[config.mk]
export PLATFORM = sky130hd
export DESIGN_NAME = hazard_ctrl
export DESIGN_NICKNAME = d
export VERILOG_FILES = /design/src/rtl/hazard_ctrl.sv
export SDC_FILE = /design/constraint.sdc
export NUM_CORES = 1
export LEC_CHECK = 0
export ABC_AREA = 1
export CAP_MARGIN = 20
export CORE_MARGIN = 4
export CORE_UTILIZATION = 25
export DETAILED_ROUTE_END_ITERATION = 6
export PLACE_DENSITY = 0.51
export SETUP_SLACK_MARGIN = 0.15
export SYNTH_ARGS = -nofsm -noshare
export SYNTH_HDL_FRONTEND = slang
export SYNTH_SLANG_ARGS = --single-unit
[constraint.sdc]
create_clock -name clk -period 3.3 [get_ports clk]
set_input_delay 0.495 -clock clk [delete_from_list [all_inputs] [get_ports clk]]
set_output_delay 0.495 -clock clk [all_outputs]
set_load 0.02 [all_outputs]
[src/rtl/hazard_ctrl.sv]
// Hazard and stall controller for the five-stage pipeline: load-use stalls,
// taken-branch flushes, multi-cycle multiply sequencing and perf counters.
module hazard_ctrl #(
    parameter int unsigned MUL_LAT = 4
) (
    input  logic        clk,
    input  logic        reset,
    input  logic [4:0]  id_rs,
    input  logic [4:0]  id_rt,
    input  logic        id_uses_rt,
    input  logic        id_is_mul,
    input  logic        ex_memread,
    input  logic [4:0]  ex_rt,
    input  logic        ex_branch_taken,
    output logic        pc_write,
    output logic        ifid_write,
    output logic        ifid_flush,
    output logic        idex_bubble,
    output logic        mul_start,
    output logic        mul_done,
    output logic [1:0]  state,
    output logic [15:0] stall_cnt,
    output logic [15:0] flush_cnt
);

    typedef enum logic [1:0] {
        RUN      = 2'd0,
        MUL_WAIT = 2'd1,
        MUL_DONE = 2'd2
    } state_t;

    localparam logic [3:0] WAIT_INIT = 4'(MUL_LAT - 1);

    state_t      state_reg, state_next;
    logic [3:0]  cnt_reg, cnt_next;
    logic [15:0] stall_cnt_reg, flush_cnt_reg;
    logic        lu;

    // Register 0 is hardwired, so a load targeting it can never create a hazard.
    assign lu = ex_memread && (ex_rt != 5'd0) &&
                ((ex_rt == id_rs) || (id_uses_rt && (ex_rt == id_rt)));

    always_comb begin
        pc_write    = 1'b1;
        ifid_write  = 1'b1;
        ifid_flush  = 1'b0;
        idex_bubble = 1'b0;
        mul_start   = 1'b0;
        mul_done    = 1'b0;
        state_next  = state_reg;
        cnt_next    = cnt_reg;

        if (reset) begin
            pc_write    = 1'b0;
            ifid_write  = 1'b0;
            idex_bubble = 1'b1;
            state_next  = RUN;
            cnt_next    = 4'd0;
        end else if (ex_branch_taken) begin
            // Squash wins over everything, including an in-flight multiply.
            ifid_flush  = 1'b1;
            idex_bubble = 1'b1;
            state_next  = RUN;
            cnt_next    = 4'd0;
        end else begin
            case (state_reg)
                RUN: begin
                    if (lu) begin
                        pc_write    = 1'b0;
                        ifid_write  = 1'b0;
                        idex_bubble = 1'b1;
                    end else if (id_is_mul) begin
                        mul_start   = 1'b1;
                        pc_write    = 1'b0;
                        ifid_write  = 1'b0;
                        idex_bubble = 1'b1;
                        state_next  = MUL_WAIT;
                        cnt_next    = WAIT_INIT;
                    end
                end
                MUL_WAIT: begin
                    pc_write    = 1'b0;
                    ifid_write  = 1'b0;
                    idex_bubble = 1'b1;
                    cnt_next    = cnt_reg - 4'd1;
                    if (cnt_reg <= 4'd1) begin
                        state_next = MUL_DONE;
                    end
                end
                MUL_DONE: begin
                    // The multiply still sits in ID this cycle; do not restart it.
                    mul_done   = 1'b1;
                    state_next = RUN;
                end
                default: begin
                    state_next = RUN;
                    cnt_next   = 4'd0;
                end
            endcase
        end
    end

    always_ff @(posedge clk) begin
        if (reset) begin
            state_reg     <= RUN;
            cnt_reg       <= 4'd0;
            stall_cnt_reg <= 16'd0;
            flush_cnt_reg <= 16'd0;
        end else begin
            state_reg <= state_next;
            cnt_reg   <= cnt_next;
            if (!pc_write && (stall_cnt_reg != 16'hFFFF)) begin
                stall_cnt_reg <= stall_cnt_reg + 16'd1;
            end
            if (ifid_flush && (flush_cnt_reg != 16'hFFFF)) begin
                flush_cnt_reg <= flush_cnt_reg + 16'd1;
            end
        end
    end

    assign state     = state_reg;
    assign stall_cnt = stall_cnt_reg;
    assign flush_cnt = flush_cnt_reg;

endmodule

==> run summary, run 1 <==
Worst-Margin Slew -> 331 ps
WP data arrival -> 2420 ps
Core area -> 8890 um2
RSZ-0062 raised after global routing -> no
Non-Filler Instances -> 519
Synth async-reset ratio -> 0%
Diodes inserted -> 0
Crit path buffers/inverters -> 5
Die height -> 105 um
Cell variety after synth -> 31
Top post-synthesis cells by count -> 87 x nand2_1, 38 x dfxtp_1, 38 x inv_1, 35 x a21oi_1
Setup slack after layout -> 385 ps
Count of input and output buffers -> 60
Total GRT Usage -> 11.5%
FILL cells -> 964
Clock sinks -> 38
Worst-case vdd ir drop -> 0.145 mV
Critical Path RT -> 2800 ps
Max-cap viol count -> 0
Logic pwr share -> 13.3%
Post-Place Cells -> 511
Primary FF master, synth -> dfxtp_1
Fin nets -> 435
Crit path largest cell delay -> 600 ps
Clock Skew -> 8.94 ps
Cts repair resizes -> 0
Max Clk Rate -> 0.343 GHz
Min-Delay Path Class -> flop to flop
Register bit count reported by yosys -> 38
Syn Nets -> 373
Largest fanout on the critical path -> 19
Area after DPL -> 3020 um2
CTS tree -> done
# setup viols final -> 0
H-tree depth -> 2
DR pass1 iterations -> 4
DRT iter0 DRCs -> 79
Synth area leaders -> dfxtp_1 33%, nand2_1 14%, a21oi_1 7.5%, nand3_1 6.4%, inv_1 6.1%
Number of global-route vias before repair -> 2259
Root buf cell -> clkbuf_8
Hold buffer count at cts -> 0
Total gr overflow -> 0
Synth Warn # -> 0
Period utilization -> 88.3%
Grt peak-use layer -> met2
Fraction of layout cells with a size suffix above 1 -> 7.79%
Post-synth EDFFs -> 0
Synthesized cell area -> 2330 um2
Initial antenna violation count -> 0
Area delta synth->final -> 35.7%
Final Hold Vio Count -> 0
# DRC -> 0
Sw power -> 267 uW
Clock Power Share -> 44.3%
Setup repair bufs after CTS -> 0
Largest net degree at the start of global routing -> 24
Row count -> 34
Setup_tns -> 0 ps
Slew Limit Fails -> 0
Number of nets with antenna violations after routing -> 0
Synthesized instance count -> 348
P_leak -> 1.20 nW
Worst path cell trace -> clkdlybuf4s50_1, inv_2, nand4_1, o21ai_0, inv_1, nand2_2, nand2_4, nand2_4, nand2_8, inv_1, clkdlybuf4s50_1
Max-slew headroom -> 77.8%
Net Sw Frac -> 23.8%
Met3 Resource Use GR -> 3.21%
Via density per instance -> 4.50
Post-synthesis average cell area -> 6.70 um2
Reg clk slew, reported paths -> 80 ps
Initial Utilization -> 26.2%
Internal power -> 856 uW
Flop pwr share -> 42.4%
Via count -> 2337
DIE AREA -> 10900 um2
Place WS -> 371 ps
Io pins -> 61
Num CTS Buffers -> 5
Status -> finished clean
Hpwl dp -> 4750 um
Crit start category -> primary input
Die W -> 105 um
Clock Tree Buf Depth -> 2
Met1 Use GR -> 15.1%
Most frequent cell after synthesis -> nand2_1
GR Util met2 -> 18.4%
Synth top area share -> 32.6%
First-pass GRT wire length -> 10600 um
DRT Wirelength -> 6200 um
Yosys top cell by area -> dfxtp_1
CP endpoint kind -> output port
Slowest cell on crit path -> clkdlybuf4s50_1
Clk Latency, worst-skew pair -> 290 ps
Routability cong. -> 0.824
Sequential fraction of the synthesis area -> 32.6%
CP Class -> primary input to output port
Routed WL per cell -> 11.9 um
Design area -> 3160 um2
CP delay by family, top -> buffers and inverters
Pwr dens -> 355 nW/um2
Tmin final -> 2910 ps
-- placed cells by master (no fill, tap or decap), drive strengths merged, types with 2 or more instances in the layout --
cell / n
o21ai: 14
dfxtp: 38
inv: 44
nand2: 97
nor2: 33
ha: 4
nor4: 7
bufinv: 2
nand3: 31
xnor2: 4
clkbuf: 6
clkdlybuf4s50: 60
nor3: 12
buf: 2
nand4: 4
a21oi: 35
xor2: 13
-- kinds of logic (layout without fill, tap and decap cells) --
group / count (synthesis) / count (layout) / share of synthesized area (%)
adder cells (fa/ha/maj): 4 / 4 / 2.15
flip-flops: 38 / 38 / 32.6
AND/OR/NAND/NOR: 185 / 185 / 37.4
XOR/XNOR: 17 / 17 / 6.39
buffers and inverters: 51 / 114 / 9.66
AO/OA/AOI/OAI: 53 / 53 / 11.8
-- layout make-up --
type	instances	area, um2	area share [%]
Timing Repair Buffer	62	616	19.5
Multi-Input combinational cell	259	1350	42.5
Clock buffer	6	82.6	2.61
Tap cell	108	135	4.27
Sequential cell	38	761	24.0
Clock inverter	2	60.1	1.90
Inverter	44	165	5.22
-- power groups by stage --
| stage | Sequential (mW) | Clock, mW | Combinational [mW] |
|---|---|---|---|
| after floorplan | 0.492 | 0 | 0.0840 |
| after global placement | 0.487 | 0 | 0.149 |
| after CTS | 0.476 | 0.515 | 0.151 |
| final | 0.476 | 0.498 | 0.149 |
| after detailed placement | 0.487 | 0 | 0.151 |
| after global routing | 0.478 | 0.535 | 0.165 |
-- layer usage --
layer  vias to the layer above  part of all wire [%]
li1                       1247                     -
met1                      1036                    49
met4                         0                   1.1
met3                         5                   5.4
met2                        49                    44
met5                         -                     0
-- per-stage QoR --
| stage | power (mW) | hold slack, ps | util (%) |
|---|---|---|---|
| 2_1_floorplan | 0.576 | 453 | - |
| 3_3_place_gp | 0.636 | 477 | 34.0 |
| 3_5_place_dp | 0.637 | 480 | 34.0 |
| 4_1_cts | 1.14 | 493 | 35.6 |
| 5_1_grt | 1.18 | 527 | 35.6 |
| 6_report | 1.12 | 484 | 35.6 |
-- worst min-delay path: stages (launching register included) --
cell     delay (ps)
dfxtp_1         330
inv_1            60
a21oi_1          50
-- final timing paths --
| kind | from | end | slack (ps) | cells past startpoint |
|---|---|---|---|---|
| max | ex_rt[2] | ifid_write | 390 | 11 |
| min | flush_cnt[14] | flush_cnt[14] | 480 | 2 |
| max reg2reg | stall_cnt[0] | stall_cnt[15] | 1540 | 9 |
| min reg2reg | flush_cnt[14] | flush_cnt[14] | 480 | 2 |
Note: power is estimated with default switching activity, not from simulation.
==> run 2, diff against run 1 <==
- HOLD_SLACK_MARGIN: unset -> 0.06
- clock period: 3.3 -> 2.89 ns (I/O delays scaled with it)
==> run 2 against run 1 <==
Against the previous run: clock skew is 5.5 ps lower; sequential cell count unchanged; global-route usage rose by 0.083 points.
==> run summary, run 2 (same netlist as run 1, synthesis figures left out) <==
Min-Delay Path Class -> flop to flop
Num CTS Buffers -> 5
Worst-case vdd ir drop -> 0.153 mV
WP data arrival -> 2110 ps
Worst reg2reg path depth -> 10
FILL cells -> 987
DRT Wirelength -> 6160 um
Count of input and output buffers -> 60
Die W -> 105 um
Setup_tns -> 0 ps
Critical Path RT -> 2460 ps
Number of global-route vias before repair -> 2296
# setup viols final -> 0
Root buf cell -> clkbuf_8
Final Hold Vio Count -> 0
Fin nets -> 437
RSZ-0062 raised after global routing -> no
Pwr dens -> 340 nW/um2
Io pins -> 61
Slew Limit Fails -> 0
Max Clk Rate -> 0.393 GHz
Routed WL per cell -> 11.8 um
Reg clk slew, reported paths -> 70 ps
Core Util, Final -> 35.1%
CP Class -> primary input to output port
DIE AREA -> 10900 um2
DR pass1 iterations -> 5
Via count -> 2331
Setup repair bufs after CTS -> 0
Status -> finished clean
CTS tree -> done
H-tree depth -> 2
Fraction of layout cells with a size suffix above 1 -> 7.52%
Clock sinks -> 38
Total gr overflow -> 0
Area delta synth->final -> 33.8%
Area occupied by registers -> 761 um2
Initial Utilization -> 26.2%
Diodes inserted -> 0
DRT iter0 DRCs -> 71
P_leak -> 1.20 nW
Via density per instance -> 4.48
Routability cong. -> 0.829
# DRC -> 0
Critical Path End -> mul_done
Most frequent cells in the layout -> 87 x nand2_1, 56 x clkdlybuf4s50_1, 38 x inv_1, 38 x dfxtp_1, 35 x a21oi_1
Critical R2R Capture -> flush_cnt[11]
Max-slew headroom -> 77.2%
First-pass GRT wire length -> 10700 um
Row count -> 34
Clock Skew -> 3.47 ps
Crit path from -> ex_branch_taken
RR Startpoint -> flush_cnt[1]
Core area -> 8890 um2
Worst-Margin Slew -> 339 ps
Total power -> 1.06 mW
Total GRT Usage -> 11.6%
Largest fanout on the critical path -> 6
Max-cap viol count -> 0
Largest net degree at the start of global routing -> 24
Hold buffer count at cts -> 0
Initial antenna violation count -> 0
Die height -> 105 um
Period utilization -> 88.1%
CP endpoint kind -> output port
Tmin final -> 2550 ps
Footprint of the multi-input gates -> 1350 um2
Clock Tree Buf Depth -> 2
Hpwl dp -> 4770 um
Flop-to-flop setup slack -> 1150 ps
Final hold slack -> 487 ps
Number of nets with antenna violations after routing -> 0
Clk Latency, worst-skew pair -> 280 ps
Commonest non-fill, non-tap cell in the layout -> nand2_1
Crit start category -> primary input
run 2: cell types whose count changed in the layout (fill, tap and decap cells not counted), sizes merged:
| cell | change |
|---|---|
| clkbuf | +1 |
| clkdlybuf4s50 | -4 |
| bufinv | -2 |
| dlymetal6s2s | +3 |
| buf | +2 |
| dlygate4sd2 | +1 |
run 2: what timing repair did:
| item | in CTS | in global routing |
|---|---|---|
| hold endpoints to repair | 0 | 0 |
| endpoints found under the setup margin | 1 | 3 |
| resized for setup | 1 | 3 |
run 2: critical path, stage by stage:
cell and delay, ps:
clkdlybuf4s50_1 460, nor2_1 260, inv_1 90, buf_4 170, nor2_1 90, clkdlybuf4s50_1 610
run 2: layout make-up:
type                       count  share of cell area, %
sequential                    38                   24.4
clock buffer                   7                   2.45
timing repair buffer          64                   20.4
multi-input combinational    259                   43.1
inverter                      44                   5.29
tap                          108                   4.33
run 2: metal layers:
metal	wire (um)	vias up	global-route usage [%]
met4	50	0	3.13
met5	0	-	0
met3	299	4	2.90
met2	2620	49	18.9
li1	-	1266	-
met1	3190	1012	15.2
run 2: worst min path at each step:
stage	start	endpoint	slack (ps)	depth (start not counted)
6_report	flush_cnt[14]	flush_cnt[14]	490	2
5_1_grt	cnt_reg[0]	cnt_reg[0]	530	2
4_1_cts	cnt_reg[1]	cnt_reg[1]	490	2
3_5_place_dp	cnt_reg[1]	cnt_reg[1]	480	2
3_3_place_gp	flush_cnt[14]	flush_cnt[14]	480	2
2_1_floorplan	cnt_reg[1]	cnt_reg[1]	450	2
run 2: metrics by stage:
stage	area, um2	instances	setup WS, ps
floorplan	2330	348	950
global placement	3040	513	166
detailed placement	3040	513	102
CTS	3110	520	177
global route	3120	520	210
finish	3120	520	344
run 2: report_power, final:
group / internal [mW] / leakage (nW) / total [mW] / switching, mW
Sequential: 0.533 / 0.307 / 0.543 / 0.0105
Combinational: 0.0771 / 0.858 / 0.172 / 0.0950
Clock: 0.166 / 0.0383 / 0.347 / 0.180
Total: 0.776 / 1.20 / 1.06 / 0.286
==> run 3, diff against run 2 <==
- CAP_MARGIN: 20 -> 30
- CORE_UTILIZATION: 25 -> 49
- PLACE_DENSITY: 0.51 -> 0.84
==> run 3 against run 2 <==
Against the previous run: core utilization rose by 34 points; largest power group unchanged; clock power grew 28%; critical endpoint is now mul_start; combinational power about the same; sequential cell count unchanged; register-to-register slack worse by 20 ps; critical path depth increased by 3; total power rose by 8.9%; final area down 1.5%; sequential share of layout area rose by 0.38 points; routed wire length is 4.9% lower; cell count down 11%; global-route usage grew 8.6 points; highest routed layer unchanged.
==> run summary, run 3 (same netlist as run 1, synthesis figures left out) <==
Critical Path RT -> 2460 ps
Largest net degree at the start of global routing -> 24
Setup_tns -> 0 ps
Num CTS Buffers -> 5
Pwr dens -> 376 nW/um2
First-pass GRT wire length -> 10000 um
Hold buffer count at cts -> 0
Die W -> 77.0 um
Sw power -> 289 uW
Io pins -> 61
Root buf cell -> clkbuf_8
Total gr overflow -> 0
Initial Utilization -> 52.1%
Final Hold Vio Count -> 0
Count of input and output buffers -> 60
DR pass1 iterations -> 5
Grt peak-use layer -> met2
GR Util met2 -> 32.8%
Worst path cell trace -> clkdlybuf4s50_1, inv_2, nand4_1, o21ai_0, inv_1, nand2_2, nand2_1, nor3_1, dlygate4sd2_1
Fraction of layout cells with a size suffix above 1 -> 7.52%
Routed WL per cell -> 12.6 um
Final hold slack -> 491 ps
Number of nets with antenna violations after routing -> 0
Tmin final -> 2510 ps
DRT Wirelength -> 5850 um
Via density per instance -> 5.29
Internal power -> 867 uW
Hpwl dp -> 4360 um
# setup viols final -> 0
Most frequent cells in the layout -> 87 x nand2_1, 56 x clkdlybuf4s50_1, 38 x inv_1, 38 x dfxtp_1, 35 x a21oi_1
Worst-case vdd ir drop -> 0.410 mV
Number of global-route vias before repair -> 2237
Worst-Margin Slew -> 352 ps
Met3 Resource Use GR -> 4.92%
Crit path largest cell delay -> 460 ps
FILL cells -> 386
Slowest cell on crit path -> clkdlybuf4s50_1
# DRC -> 0
Reg clk slew, reported paths -> 70 ps
Fin nets -> 436
Area delta synth->final -> 31.8%
Max-cap viol count -> 0
CTS tree -> done
Clock Power Share -> 38.3%
Crit path buffers/inverters -> 4
Crit start category -> primary input
Flop pwr share -> 47.0%
CP Class -> primary input to output port
Clk Latency, worst-skew pair -> 290 ps
Diodes inserted -> 0
Core area -> 4470 um2
Slew Limit Fails -> 0
WP data arrival -> 2080 ps
Row count -> 24
Via count -> 2456
Commonest non-fill, non-tap cell in the layout -> nand2_1
Die height -> 77.0 um
Clock Tree Buf Depth -> 2
P_leak -> 1.21 nW
Met1 Use GR -> 26.2%
DIE AREA -> 5920 um2
Clock sinks -> 38
DRT iter0 DRCs -> 196
H-tree depth -> 2
Max Clk Rate -> 0.398 GHz
Total GRT Usage -> 20.2%
Routability cong. -> 0.896
Clock Skew -> 8.29 ps
CP endpoint kind -> output port
Min-Delay Path Class -> flop to flop
Status -> finished clean
Largest fanout on the critical path -> 3
Max-slew headroom -> 76.3%
Logic pwr share -> 14.7%
Net Sw Frac -> 25.0%
CP delay by family, top -> buffers and inverters
Initial antenna violation count -> 0
RSZ-0062 raised after global routing -> no
Period utilization -> 86.9%
==> run 3: changes by cell type in the layout (fill, tap and decap cells not counted), sizes merged <==
cell / before / now
buf: 4 / 3
bufinv: 0 / 1
==> run 3: path summary, 6_finish.rpt <==
check / start / end / slack [ps] / cells after the start
max: ex_rt[3] / mul_start / 380 / 9
min: cnt_reg[1] / cnt_reg[1] / 490 / 2
max reg2reg: stall_cnt[0] / stall_cnt[13] / 1130 / 9
min reg2reg: cnt_reg[1] / cnt_reg[1] / 490 / 2
==> run 3: cell type report <==
cell class	instances	area [um2]	share of cell area (%)
multi-input combinational	259	1350	43.8
sequential	38	761	24.8
timing repair buffer	63	629	20.5
inverter	44	165	5.38
clock buffer	7	76.3	2.48
tap	52	65.1	2.12
clock inverter	1	30.0	0.978
==> run 3: worst reg2reg max path: cells and delay by family, from the launching register on <==
kind	cells	cell delay (ps)
AND/OR/NAND/NOR	7	950
adder cells (fa/ha/maj)	1	220
flip-flops	1	400
AO/OA/AOI/OAI	1	130
==> run 3: power groups by stage <==
stage	logic (mW)	clock network (mW)	registers (mW)
final	0.170	0.443	0.543
after global routing	0.189	0.474	0.545
after CTS	0.172	0.453	0.543
after detailed placement	0.171	0	0.555
after global placement	0.168	0	0.555
after floorplan	0.0959	0	0.561
==> run 3: through the flow <==
stage | setup WS (ps) | cells | power (mW) | cell area [um2] | util, %
finish | 379 | 464 | 1.16 | 3070 | 68.7
global route | 167 | 464 | 1.21 | 3070 | 68.7
global placement | 176 | 456 | 0.723 | 2960 | 66.1
floorplan | 950 | 348 | 0.657 | 2330 | -
detailed placement | 80.9 | 456 | 0.726 | 2960 | 66.1
CTS | 163 | 464 | 1.17 | 3060 | 68.5
==> run 3: repair_timing <==
action | 4_1_cts | 5_1_grt
setup endpoints to repair | 1 | 3
buffers inserted | 0 | 0
pin swaps | 0 | 0
gates resized for setup | 1 | 3
==> run 3: per-layer routing <==
layer / part of all wire (%) / wire length, um / up-vias
li1: - / - / 1258
met4: 1.8 / 105 / 0
met3: 6.6 / 388 / 11
met5: 0 / 0 / -
met1: 46 / 2720 / 1096
met2: 45 / 2640 / 91
